--- src/rtl/rr_index_arb.sv ---
// rtl/rr_index_arb.sv - round-robin 8-way index arbiter with hold timeout
module rr_index_arb #(
   parameter int TMO = 15,
   parameter int CW  = 4
) (
   input  logic       clk,
   input  logic       rst_n,
   input  logic [7:0] req,
   input  logic       done,
   output logic       en,
   output logic [2:0] i,
   output logic       tmo
);

   typedef enum logic {
      IDLE  = 1'b0,
      GRANT = 1'b1
   } state_t;

   // Counter value on the last cycle of a grant; releasing on the next edge keeps en high TMO cycles.
   localparam logic [CW-1:0] CNT_LAST = CW'(TMO - 1);

   state_t        state_q, state_d;
   logic          en_q, en_d;
   logic [2:0]    i_q, i_d;
   logic          tmo_q, tmo_d;
   logic [2:0]    ptr_q, ptr_d;
   logic [CW-1:0] cnt_q, cnt_d;

   logic [2:0]    sel_idx;
   logic          sel_valid;

   // First requesting channel at or above ptr, wrapping 7->0; the downward loop lets the nearest offset win.
   always_comb begin
      sel_idx   = ptr_q;
      sel_valid = |req;
      for (int k = 7; k >= 0; k--) begin
         if (req[ptr_q + 3'(k)]) begin
            sel_idx = ptr_q + 3'(k);
         end
      end
   end

   // Next-state logic: grant from IDLE, hold until done or timeout, then release and advance ptr.
   always_comb begin
      state_d = state_q;
      en_d    = en_q;
      i_d     = i_q;
      tmo_d   = 1'b0;
      ptr_d   = ptr_q;
      cnt_d   = cnt_q;
      unique case (state_q)
         IDLE: begin
            if (sel_valid) begin
               state_d = GRANT;
               en_d    = 1'b1;
               i_d     = sel_idx;
               cnt_d   = '0;
            end
         end
         GRANT: begin
            cnt_d = cnt_q + 1'b1;
            if (done) begin
               state_d = IDLE;
               en_d    = 1'b0;
               ptr_d   = i_q + 3'd1;
            end else if (cnt_q == CNT_LAST) begin
               state_d = IDLE;
               en_d    = 1'b0;
               ptr_d   = i_q + 3'd1;
               tmo_d   = 1'b1;
            end
         end
         default: begin
            state_d = IDLE;
            en_d    = 1'b0;
         end
      endcase
   end

   // State and registered outputs; reset clears everything at once, independent of clk.
   always_ff @(posedge clk or negedge rst_n) begin
      if (!rst_n) begin
         state_q <= IDLE;
         en_q    <= 1'b0;
         i_q     <= 3'd0;
         tmo_q   <= 1'b0;
         ptr_q   <= 3'd0;
         cnt_q   <= '0;
      end else begin
         state_q <= state_d;
         en_q    <= en_d;
         i_q     <= i_d;
         tmo_q   <= tmo_d;
         ptr_q   <= ptr_d;
         cnt_q   <= cnt_d;
      end
   end

   assign en  = en_q;
   assign i   = i_q;
   assign tmo = tmo_q;

endmodule

--- config.mk ---
export PLATFORM = sky130hd
export DESIGN_NAME = rr_index_arb
export DESIGN_NICKNAME = d
export VERILOG_FILES = /design/src/rtl/rr_index_arb.sv
export SDC_FILE = /design/constraint.sdc
export NUM_CORES = 1
export LEC_CHECK = 0
export BUFFER_PORTS_ARGS = -buffer_cell sky130_fd_sc_hd__buf_2
export CORE_ASPECT_RATIO = 0.8
export CORE_UTILIZATION = 35
export DETAILED_ROUTE_END_ITERATION = 12
export PLACE_DENSITY = 0.61
export SETUP_SLACK_MARGIN = 0.5
export SYNTH_ARGS = -nofsm -noshare
export SYNTH_HDL_FRONTEND = slang
export SYNTH_SLANG_ARGS = --single-unit
--- constraint.sdc ---
create_clock -name clk -period 4.8 [get_ports clk]
set_input_delay 0.48 -clock clk [delete_from_list [all_inputs] [get_ports clk]]
set_output_delay 0.48 -clock clk [all_outputs]
set_load 0.005 [all_outputs]
==> results of run 1 <==
-- logic make-up (layout without fill, tap and decap cells) --
family / after synthesis / after routing / synth area share (%)
AO/OA/AOI/OAI: 41 / 41 / 19.8
XOR/XNOR: 6 / 6 / 3.32
adder cells (fa/ha/maj): 5 / 5 / 3.95
buffers and inverters: 19 / 30 / 5.30
flip-flops: 13 / 13 / 20.6
multiplexers: 32 / 32 / 30.6
AND/OR/NAND/NOR: 51 / 51 / 16.5
-- cell type report --
class	instances	share of cell area, %
flip-flops and latches	13	18.7
multi-input cells	135	67.3
repair buffers	18	5.60
inverters	8	1.72
well taps	57	4.09
clock buffers	4	2.58
-- routing by layer --
layer  GRT usage (%)  part of all wire (%)  routed length, um  vias to the layer above
met5               0                     0                  0                        -
met4            2.12                  0.32                 12                        0
met3            2.21                   5.1                188                        2
met2            23.2                    41               1520                       40
met1            27.2                    53               1970                      638
li1                -                     -                  -                      669
-- power groups by stage --
| stage | Sequential [W] | Clock (W) | Combinational (W) |
|---|---|---|---|
| 6_report | 0.000170 | 0.0000961 | 0.000884 |
| 5_1_grt | 0.000176 | 0.000105 | 0.000975 |
| 3_3_place_gp | 0.000170 | 0 | 0.000886 |
| 2_1_floorplan | 0.000169 | 0 | 0.000718 |
| 3_5_place_dp | 0.000171 | 0 | 0.000878 |
| 4_1_cts | 0.000170 | 0.0000988 | 0.000882 |
-- registers in the layout (all words and copies together) (netlist names) --
name     count
cnt_q        4
i            3
ptr_q        3
en           1
state_q      1
tmo          1
-- cell usage in the layout, fill, tap and decap left out, types with 3 or more instances in the layout --
master | Yosys | layout
xnor2_1 | 5 | 5
nor3_1 | 5 | 5
mux2_2 | 11 | 11
a211oi_1 | 3 | 3
clkbuf_8 | 0 | 3
buf_2 | 4 | 15
mux4_2 | 12 | 12
nand2_1 | 16 | 16
a21oi_1 | 3 | 3
o21ai_0 | 12 | 12
mux2i_1 | 9 | 9
nor2_1 | 10 | 10
buf_4 | 0 | 3
inv_1 | 8 | 8
ha_1 | 5 | 5
dfrtp_1 | 13 | 13
-- through the flow --
step                power (W)  util, %  hold WS, ns
finish                0.00115     40.9        0.113
global route          0.00126     40.9        0.124
CTS                   0.00115     40.9        0.122
detailed placement    0.00105     39.9        0.381
global placement      0.00106     39.9        0.384
floorplan            0.000887        -        0.184
-- worst reg2reg max path: stages (launching register included) --
cell	delay [ns]
dfrtp_1	0.32
buf_4	0.25
inv_1	0.18
ha_1	0.71
mux2_2	0.41
mux4_2	0.51
or3_1	0.33
a41o_1	0.21
nor3_1	0.22
o211ai_1	0.13
-- how the worst max path moves through the flow --
stage / start / depth (start not counted) / slack, ns / end
floorplan: ptr_q[0] / 12 / 1.46 / i[1]
global placement: ptr_q[1] / 9 / 1.49 / i[1]
detailed placement: ptr_q[1] / 9 / 1.42 / i[1]
CTS: ptr_q[1] / 9 / 1.41 / i[1]
global route: ptr_q[1] / 9 / 1.21 / i[1]
finish: ptr_q[1] / 9 / 1.39 / i[1]
==> flow_summary.yaml, run 1 <==
yosys:
  async_reset_ff_share_pct: 100
  synth_most_common_cell: "nand2_1"
  synth.largest_area_cell: "dfrtp_1"
  synth_cell_type_count: 50
  synth_edf_count: 0
  syn_nets: 183
  syn_inst: 167
  syn_area_per_cell_um2: 9.48
  ys_ff_latch: 13
  synth_top_cell_area_share_pct: 20.6
  ys_seq_area_share_pct: 20.6
  ys_warn_count: 0
  synth_area_leaders: "dfrtp_1, mux4_2, mux2_2, mux2i_1, ha_1"
  syn-cell-area_um2: 1580
  synthFlopType: "dfrtp_1"
  yosys-top-cells-count: "nand2_1, dfrtp_1, mux4_2, o21ai_0, mux2_2"
floorplanning:
  die_x_um: 77.2
  io_pins: 16
  rows: 21
  fp.dieH_um: 62.1
  start_util_pct: 37.2
  dieArea_um2: 4800
  core_area_um2: 4260
finish:
  fill_cells: 450
  syn2layout_area_growth_pct: 10.1
  drive_gt1_share_pct: 27.0
  antennaDiodeCount: 0
  final_nets: 195
  multiInputGateArea_um2: 1170
  instances_no_fill: 235
  seqCellArea_um2: 325
  final_area_um2: 1740
clock_network:
  clock_path_buffers: 2
  post_cts_buffers: 0
  cts.sinks: 13
  clk_latency_ns: 0.24
  cts_hold_buf: 0
  htree_levels: 1
  cts_resized: 0
  clk_pin_slew_ns: 0.06
  cts_tree: "built"
  clockRootBuffer: "clkbuf_8"
  cts_buffers: 3
power_and_ir_drop:
  ir_worst_vdd_mv: 0.323
  power_density_nw_per_um2: 660
  p_comb_share_pct: 76.9
  seqPwrFrac_pct: 14.7
  sw_frac_of_total_pct: 46.8
  leakagePower_nw: 0.699
  p_clk_share_pct: 8.4
  power.switching_w: 0.000538
  internal_power_w: 0.000612
critical_path:
  critical_path_required_ns: 4.91
  critical-path-slowest-cell: "ha_1"
  start_kind: "flip-flop"
  critPathBufInv: 2
  r2r_cells: 9
  crit_chain: "buf_4, inv_1, ha_1, mux2_2, mux4_2, or3_1, a41o_1, nor3_1, o211ai_1"
  cp.arrival_ns: 3.52
  timing.rr.end: "i[1]"
  r2r_slack_ns: 1.39
  cp_top_family: "multiplexers"
  path_class: "flip-flop to flip-flop"
  endpoint_kind: "flip-flop"
  slowest_delay_ns: 0.71
  r2r_start: "ptr_q[1]"
  cp_max_fo: 20
placement:
  place_ws_ns: 1.42
  placed_cells: 231
  gp_congestion: 0.907
  portBuffers: 15
  dpl.hpwl_um: 2690
  placed_area_um2: 1700
sta:
  drv_slew: 0
  setup_viol: 0
  max_clock_freq_mhz: 293
  tns_ns: 0
  slew_headroom_pct: 40.6
  hold_violations: 0
  rsz0062_at_grt: "no"
  period_share_pct: 71.0
  fin_crit_ns: 3.41
  worstMarginPinSlew_ns: 0.882
  clock_skew_ns: 0.00543
  setup_slack_ns: 1.39
global_route:
  antenna_found_initial: 0
  grt_pass1_vias: 1260
  grt_pass1_wl_um: 6510
  globalRouteTotalUtil_pct: 16.6
  overflow: 0
  grt_max_degree: 28
drt:
  drc: 0
  postRouteWirelength_um: 3690
  wire_per_inst_um: 15.7
  drt_first_pass_iters: 4
  ant_nets: 0
  num_vias: 1349
  drt_iter0_drc: 79
  viasPerCell: 5.74
run_status:
  status: "finished, final reports clean"
hold_path:
  hold_path.class: "primary input to asynchronous set/reset pin"
run:
  maxCapViolCount: 0
Note: power is estimated with default switching activity, not from simulation.
==> run 2: changes to the inputs <==
ABC_AREA = 1   (was not set)
PLACE_DENSITY = 0.64   (was 0.61)
clock period = 2.8 ns   (was 4.8 ns; I/O delays follow)
==> run 2 against run 1 <==
Sequential power is 95% higher; worst hold slack better by 0.089 ns; largest cell class unchanged; global-route usage is 2.0 points higher; synthesized cell count is 9.6% higher; worst setup slack worse by 0.65 ns.
==> flow_summary.yaml, run 2 <==
run_status:
  status: "finished, final reports clean"
critical_path:
  path_class: "flip-flop to flip-flop"
  r2r_start: "ptr_q[0]"
  cp_max_fo: 10
  r2r_slack_ns: 0.74
  start_kind: "flip-flop"
  slowest_delay_ns: 0.44
  cp.arrival_ns: 2.20
  timing.rr.end: "i[1]"
  critical-path-slowest-cell: "dfrtp_2"
  crit_chain: "inv_2, ha_2, inv_2, nand3_1, nand3_1, nand2_1, nand2_1, nand3_1, nand2_1, nand2_1, nand2_1, nand2_1, nand2_1, nand2_1, nand2_1, nand2_1"
  cpMostUsedCell: "nand2_1"
  endpoint_kind: "flip-flop"
  r2r_cells: 16
  critical_path_required_ns: 2.93
finish:
  final_cell_mix: "nand2_1, nand3_1, inv_1"
  final_nets: 221
  final_util_pct: 43.1
  final_area_um2: 1360
  final_common_cell: "nand2_1"
  largest_register: "cnt_q"
  antennaDiodeCount: 0
  syn2layout_area_growth_pct: 15.4
  largest_reg_flops: 4
  drive_gt1_share_pct: 18.6
sta:
  worstMarginPinSlew_ns: 0.466
  rsz0062_at_grt: "no"
  hold_violations: 0
  clock_skew_ns: 0.00255
  drv_slew: 0
  timing.hold.ws_ns: 0.202
  tns_ns: 0
  setup_slack_ns: 0.735
  period_share_pct: 73.7
  max_clock_freq_mhz: 484
  slew_headroom_pct: 68.9
  fin_crit_ns: 2.06
  setup_viol: 0
clock_network:
  clk_pin_slew_ns: 0.05
  clk_latency_ns: 0.24
  cts_buffers: 3
  clock_path_buffers: 2
  cts.sinks: 13
  clockRootBuffer: "clkbuf_8"
  cts_tree: "built"
  htree_levels: 1
power_and_ir_drop:
  leakagePower_nw: 0.756
  power_density_nw_per_um2: 1320
  ir_worst_vdd_mv: 0.394
placement:
  portBuffers: 15
  gp_congestion: 0.894
  placed_area_um2: 1270
  place_ws_ns: 0.526
  dpl.hpwl_um: 2340
yosys:
  synth.largest_area_cell: "dfrtp_1"
  ys_seq_area_share_pct: 27.7
  syn_nets: 199
  syn-cell-area_um2: 1180
  synth_cell_type_count: 21
  synth_area_leaders: "dfrtp_1, nand2_1, nand3_1, inv_1, ha_1"
  async_reset_ff_share_pct: 100
  ys_ff_latch: 13
  synth_top_cell_area_share_pct: 27.7
  synthFlopType: "dfrtp_1"
  yosys-top-cells-count: "nand2_1, nand3_1, inv_1"
  syn_area_per_cell_um2: 6.43
  synth_most_common_cell: "nand2_1"
  syn_inst: 183
  synth_edf_count: 0
  ys_warn_count: 0
drt:
  ant_nets: 0
  wire_per_inst_um: 12.0
  num_vias: 1222
  drt_first_pass_iters: 4
  postRouteWirelength_um: 2920
  drt_iter0_drc: 150
  viasPerCell: 5.01
  drc: 0
global_route:
  globalRouteTotalUtil_pct: 18.6
  antenna_found_initial: 0
  grt_max_degree: 14
  grt_pass1_wl_um: 4930
  grt_pass1_vias: 1049
  overflow: 0
floorplanning:
  die_x_um: 66.8
  fp.dieH_um: 53.9
  start_util_pct: 37.3
  core_area_um2: 3150
  rows: 18
  io_pins: 16
  dieArea_um2: 3600
run:
  maxCapViolCount: 0
hold_path:
  hold_end: "tmo"
  min_path_cells: 2
  hold_path.class: "primary input to flip-flop"
  hold_start: "done"
[run 2: cell types whose count changed in the layout (fill, tap and decap cells not counted), moves of 3 or more]
cell,change
xnor2_1,-4
nor2_1,-6
nor3_1,-3
inv_1,+9
o21ai_0,-6
nand3_1,+35
a211oi_1,-3
nand2_1,+53
nand3_2,+5
mux4_2,-12
mux2_2,-11
inv_2,+4
a21oi_1,+6
mux2i_1,-9
[run 2: power breakdown]
| group | internal, W | total, W | switching, W |
|---|---|---|---|
| Clock | 0.000100 | 0.000164 | 0.0000639 |
| Sequential | 0.000248 | 0.000332 | 0.0000841 |
| Combinational | 0.000478 | 0.00130 | 0.000822 |
[run 2: worst max path at each step]
stage | start | to | slack, ns | depth (start not counted)
2_1_floorplan | ptr_q[1] | i[0] | 0.92 | 18
3_3_place_gp | ptr_q[0] | i[0] | 0.53 | 17
3_5_place_dp | ptr_q[0] | i[0] | 0.53 | 17
4_1_cts | ptr_q[0] | i[0] | 0.52 | 17
5_1_grt | ptr_q[0] | i[0] | 0.53 | 16
6_report | ptr_q[0] | i[1] | 0.74 | 16
[run 2: what timing repair did]
| action | in CTS | in global routing |
|---|---|---|
| endpoints found under the setup margin | 0 | 3 |
| setup buffers | 0 | 4 |
| gates resized for setup | 0 | 3 |
| hold endpoints to repair | 13 | 0 |
| hold buffers | 1 | 0 |
[run 2: logic make-up after synthesis]
| family | count (synthesis) | share of synthesized area, % |
|---|---|---|
| DFF | 13 | 27.7 |
| adders and majority gates | 5 | 5.32 |
| buffers and inverters | 25 | 10.1 |
| AOI/OAI and AO/OA | 16 | 6.92 |
| and+or+nand+nor | 120 | 45.7 |
| xor gates and xnor gates | 4 | 4.26 |
[run 2: layout make-up]
| type | instances | area (um^2) |
|---|---|---|
| inverters | 22 | 85.1 |
| multi-input cells | 145 | 734 |
| clock buffers | 4 | 45.0 |
| well taps | 40 | 50.0 |
| fillers | 348 | 1800 |
| flip-flops and latches | 13 | 328 |
| repair buffers | 20 | 115 |
[run 2: per-layer routing]
metal  GRT usage (%)  share of wire [%]
met5               0                  0
met3            4.45                9.7
met2            24.6                 37
met1            29.4                 52
met4            4.26               0.58
[run 2: through the flow]
| step | power [W] | std cells |
|---|---|---|
| after global routing | 0.00200 | 244 |
| after CTS | 0.00175 | 240 |
| after global placement | 0.00159 | 235 |
| after detailed placement | 0.00157 | 235 |
| final | 0.00180 | 244 |
| after floorplan | 0.00134 | 183 |
[run 2: critical path, delay by kind of cell, from the launching register on]
family / cells / cell delay, ns
flip-flops: 1 / 0.44
adder cells (fa/ha/maj): 1 / 0.34
buffers and inverters: 2 / 0.27
AND/OR/NAND/NOR: 13 / 0.92
==> run 3: changes to the inputs <==
ABC_AREA = 0   (was 1)
PLACE_DENSITY = 0.61   (was 0.64)
clock period = 1.9 ns   (was 2.8 ns; I/O delays follow)
==> run 3 against run 2 <==
The run now ends with negative setup slack left; utilization up 8.9 points; wire length up 50%; critical path depth down 8; clock power up 52%; sequential share of layout area down 9.4 points; global-route usage up 0.67 points; critical path type unchanged; critical endpoint unchanged; highest routed layer unchanged.
==> flow_summary.yaml, run 3 (same netlist as run 1, synthesis figures left out) <==
finish:
  final_cell_mix: "buf_4, nand2_1, buf_2"
  instances_no_fill: 285
  seqCellArea_um2: 325
  final_area_um2: 2210
  syn2layout_area_growth_pct: 39.7
  largest_reg_flops: 4
  final_nets: 245
  multiInputGateArea_um2: 1250
  final_common_cell: "buf_4"
  final_util_pct: 51.9
  drive_gt1_share_pct: 48.7
  antennaDiodeCount: 0
  largest_register: "cnt_q"
  fill_cells: 384
sta:
  setup_slack_ns: -0.674
  tns_ns: -1.83
  period_share_pct: 135
  fin_crit_ns: 2.57
  drv_slew: 0
  setup_viol: 3
  slew_headroom_pct: 76.2
  hold_violations: 0
  rsz0062_at_grt: "yes"
  clock_skew_ns: 0.00650
  max_clock_freq_mhz: 388
  worstMarginPinSlew_ns: 0.347
drt:
  drt_iter0_drc: 116
  drc: 0
  wire_per_inst_um: 15.4
  num_vias: 1602
  viasPerCell: 5.62
  postRouteWirelength_um: 4380
  ant_nets: 0
  drt_first_pass_iters: 4
floorplanning:
  rows: 21
  dieArea_um2: 4800
  core_area_um2: 4260
  start_util_pct: 37.2
  io_pins: 16
  fp.dieH_um: 62.1
  die_x_um: 77.2
power_and_ir_drop:
  leakagePower_nw: 0.966
  ir_worst_vdd_mv: 0.689
  power_density_nw_per_um2: 1720
clock_network:
  clockRootBuffer: "clkbuf_8"
  htree_levels: 1
  cts_buffers: 3
  clock_path_buffers: 2
  clk_latency_ns: 0.25
  clk_pin_slew_ns: 0.06
  cts_tree: "built"
  cts.sinks: 13
critical_path:
  start_kind: "flip-flop"
  critical_path_required_ns: 2.06
  r2r_slack_ns: -0.67
  r2r_start: "ptr_q[0]"
  crit_end: "i[1]"
  r2r_cells: 8
  cp.arrival_ns: 2.74
  endpoint_kind: "flip-flop"
  timing.rr.end: "i[1]"
  crit_start: "ptr_q[0]"
  cp_max_fo: 10
  path_class: "flip-flop to flip-flop"
placement:
  gp_congestion: 0.921
  placed_cells: 275
  placed_area_um2: 2060
  portBuffers: 15
  place_ws_ns: -0.661
  dpl.hpwl_um: 3450
global_route:
  antenna_found_initial: 0
  use_met2_pct: 31.3
  grt_max_degree: 20
  grtUsageMet3_pct: 2.79
  grt_pass1_wl_um: 7480
  overflow: 0
  met1_usage_pct: 27.7
  globalRouteTotalUtil_pct: 19.3
  grt_pass1_vias: 1550
  top_usage_layer: "met2"
run_status:
  violations: "negative setup slack"
  status: "finished with violations"
run:
  maxCapViolCount: 0
hold_path:
  min_path_cells: 2
  hold_path.class: "primary input to flip-flop"
==> run 3: cell types whose count changed in the layout (fill, tap and decap cells not counted), moves of 6 or more <==
cell	previous run	this run
buf_4	4	50
mux4_2	0	12
o21ai_1	0	6
mux2i_1	0	9
nand3_1	37	2
nand2_1	69	15
a21oi_1	9	3
mux2_2	0	9
inv_1	17	7
==> run 3: what timing repair did <==
action	CTS	global route
hold buffers	1	0
hold endpoints to repair	13	0
pin swaps	3	4
resized for setup	9	9
endpoints found under the setup margin	11	11
setup buffers	3	2
==> run 3: where the power goes <==
part,total (W),internal (W),switching (W)
Combinational,0.00311,0.00165,0.00146
Clock,0.000250,0.000148,0.000102
Sequential,0.000451,0.000363,0.0000877
==> run 3: layout make-up <==
cell class                 count  share of cell area [%]
clock buffer                   4                    2.04
inverter                       8                    1.47
multi-input combinational    135                    56.7
sequential                    13                    14.7
tap                           57                    3.23
timing repair buffer          68                    21.8
==> run 3: stage by stage <==
| stage | total power [W] | hold slack (ns) |
|---|---|---|
| global placement | 0.00324 | 0.0898 |
| global route | 0.00410 | 0.119 |
| finish | 0.00381 | 0.129 |
| detailed placement | 0.00333 | 0.0985 |
| floorplan | 0.00240 | -0.106 |
| CTS | 0.00376 | 0.120 |
==> run 3: worst max-delay path, stage by stage, from the launching register on <==
cell	delay, ns
dfrtp_1	0.41
inv_4	0.04
ha_4	0.34
mux2_2	0.35
mux4_2	0.51
or3_1	0.38
o2111ai_1	0.14
o221ai_2	0.13
o211ai_1	0.19
==> run 3: how the worst min path moves through the flow <==
stage / to / from
2_1_floorplan: cnt_q[0] / rst_n
3_3_place_gp: i[0] / rst_n
3_5_place_dp: i[2] / rst_n
4_1_cts: tmo / done
5_1_grt: tmo / done
6_report: tmo / done
==> run 3: per-layer routing <==
layer / vias to the layer above / share of wire [%]
met5: - / 0
met4: 0 / 0.23
met3: 3 / 4.2
met2: 42 / 49
met1: 786 / 47
li1: 771 / -
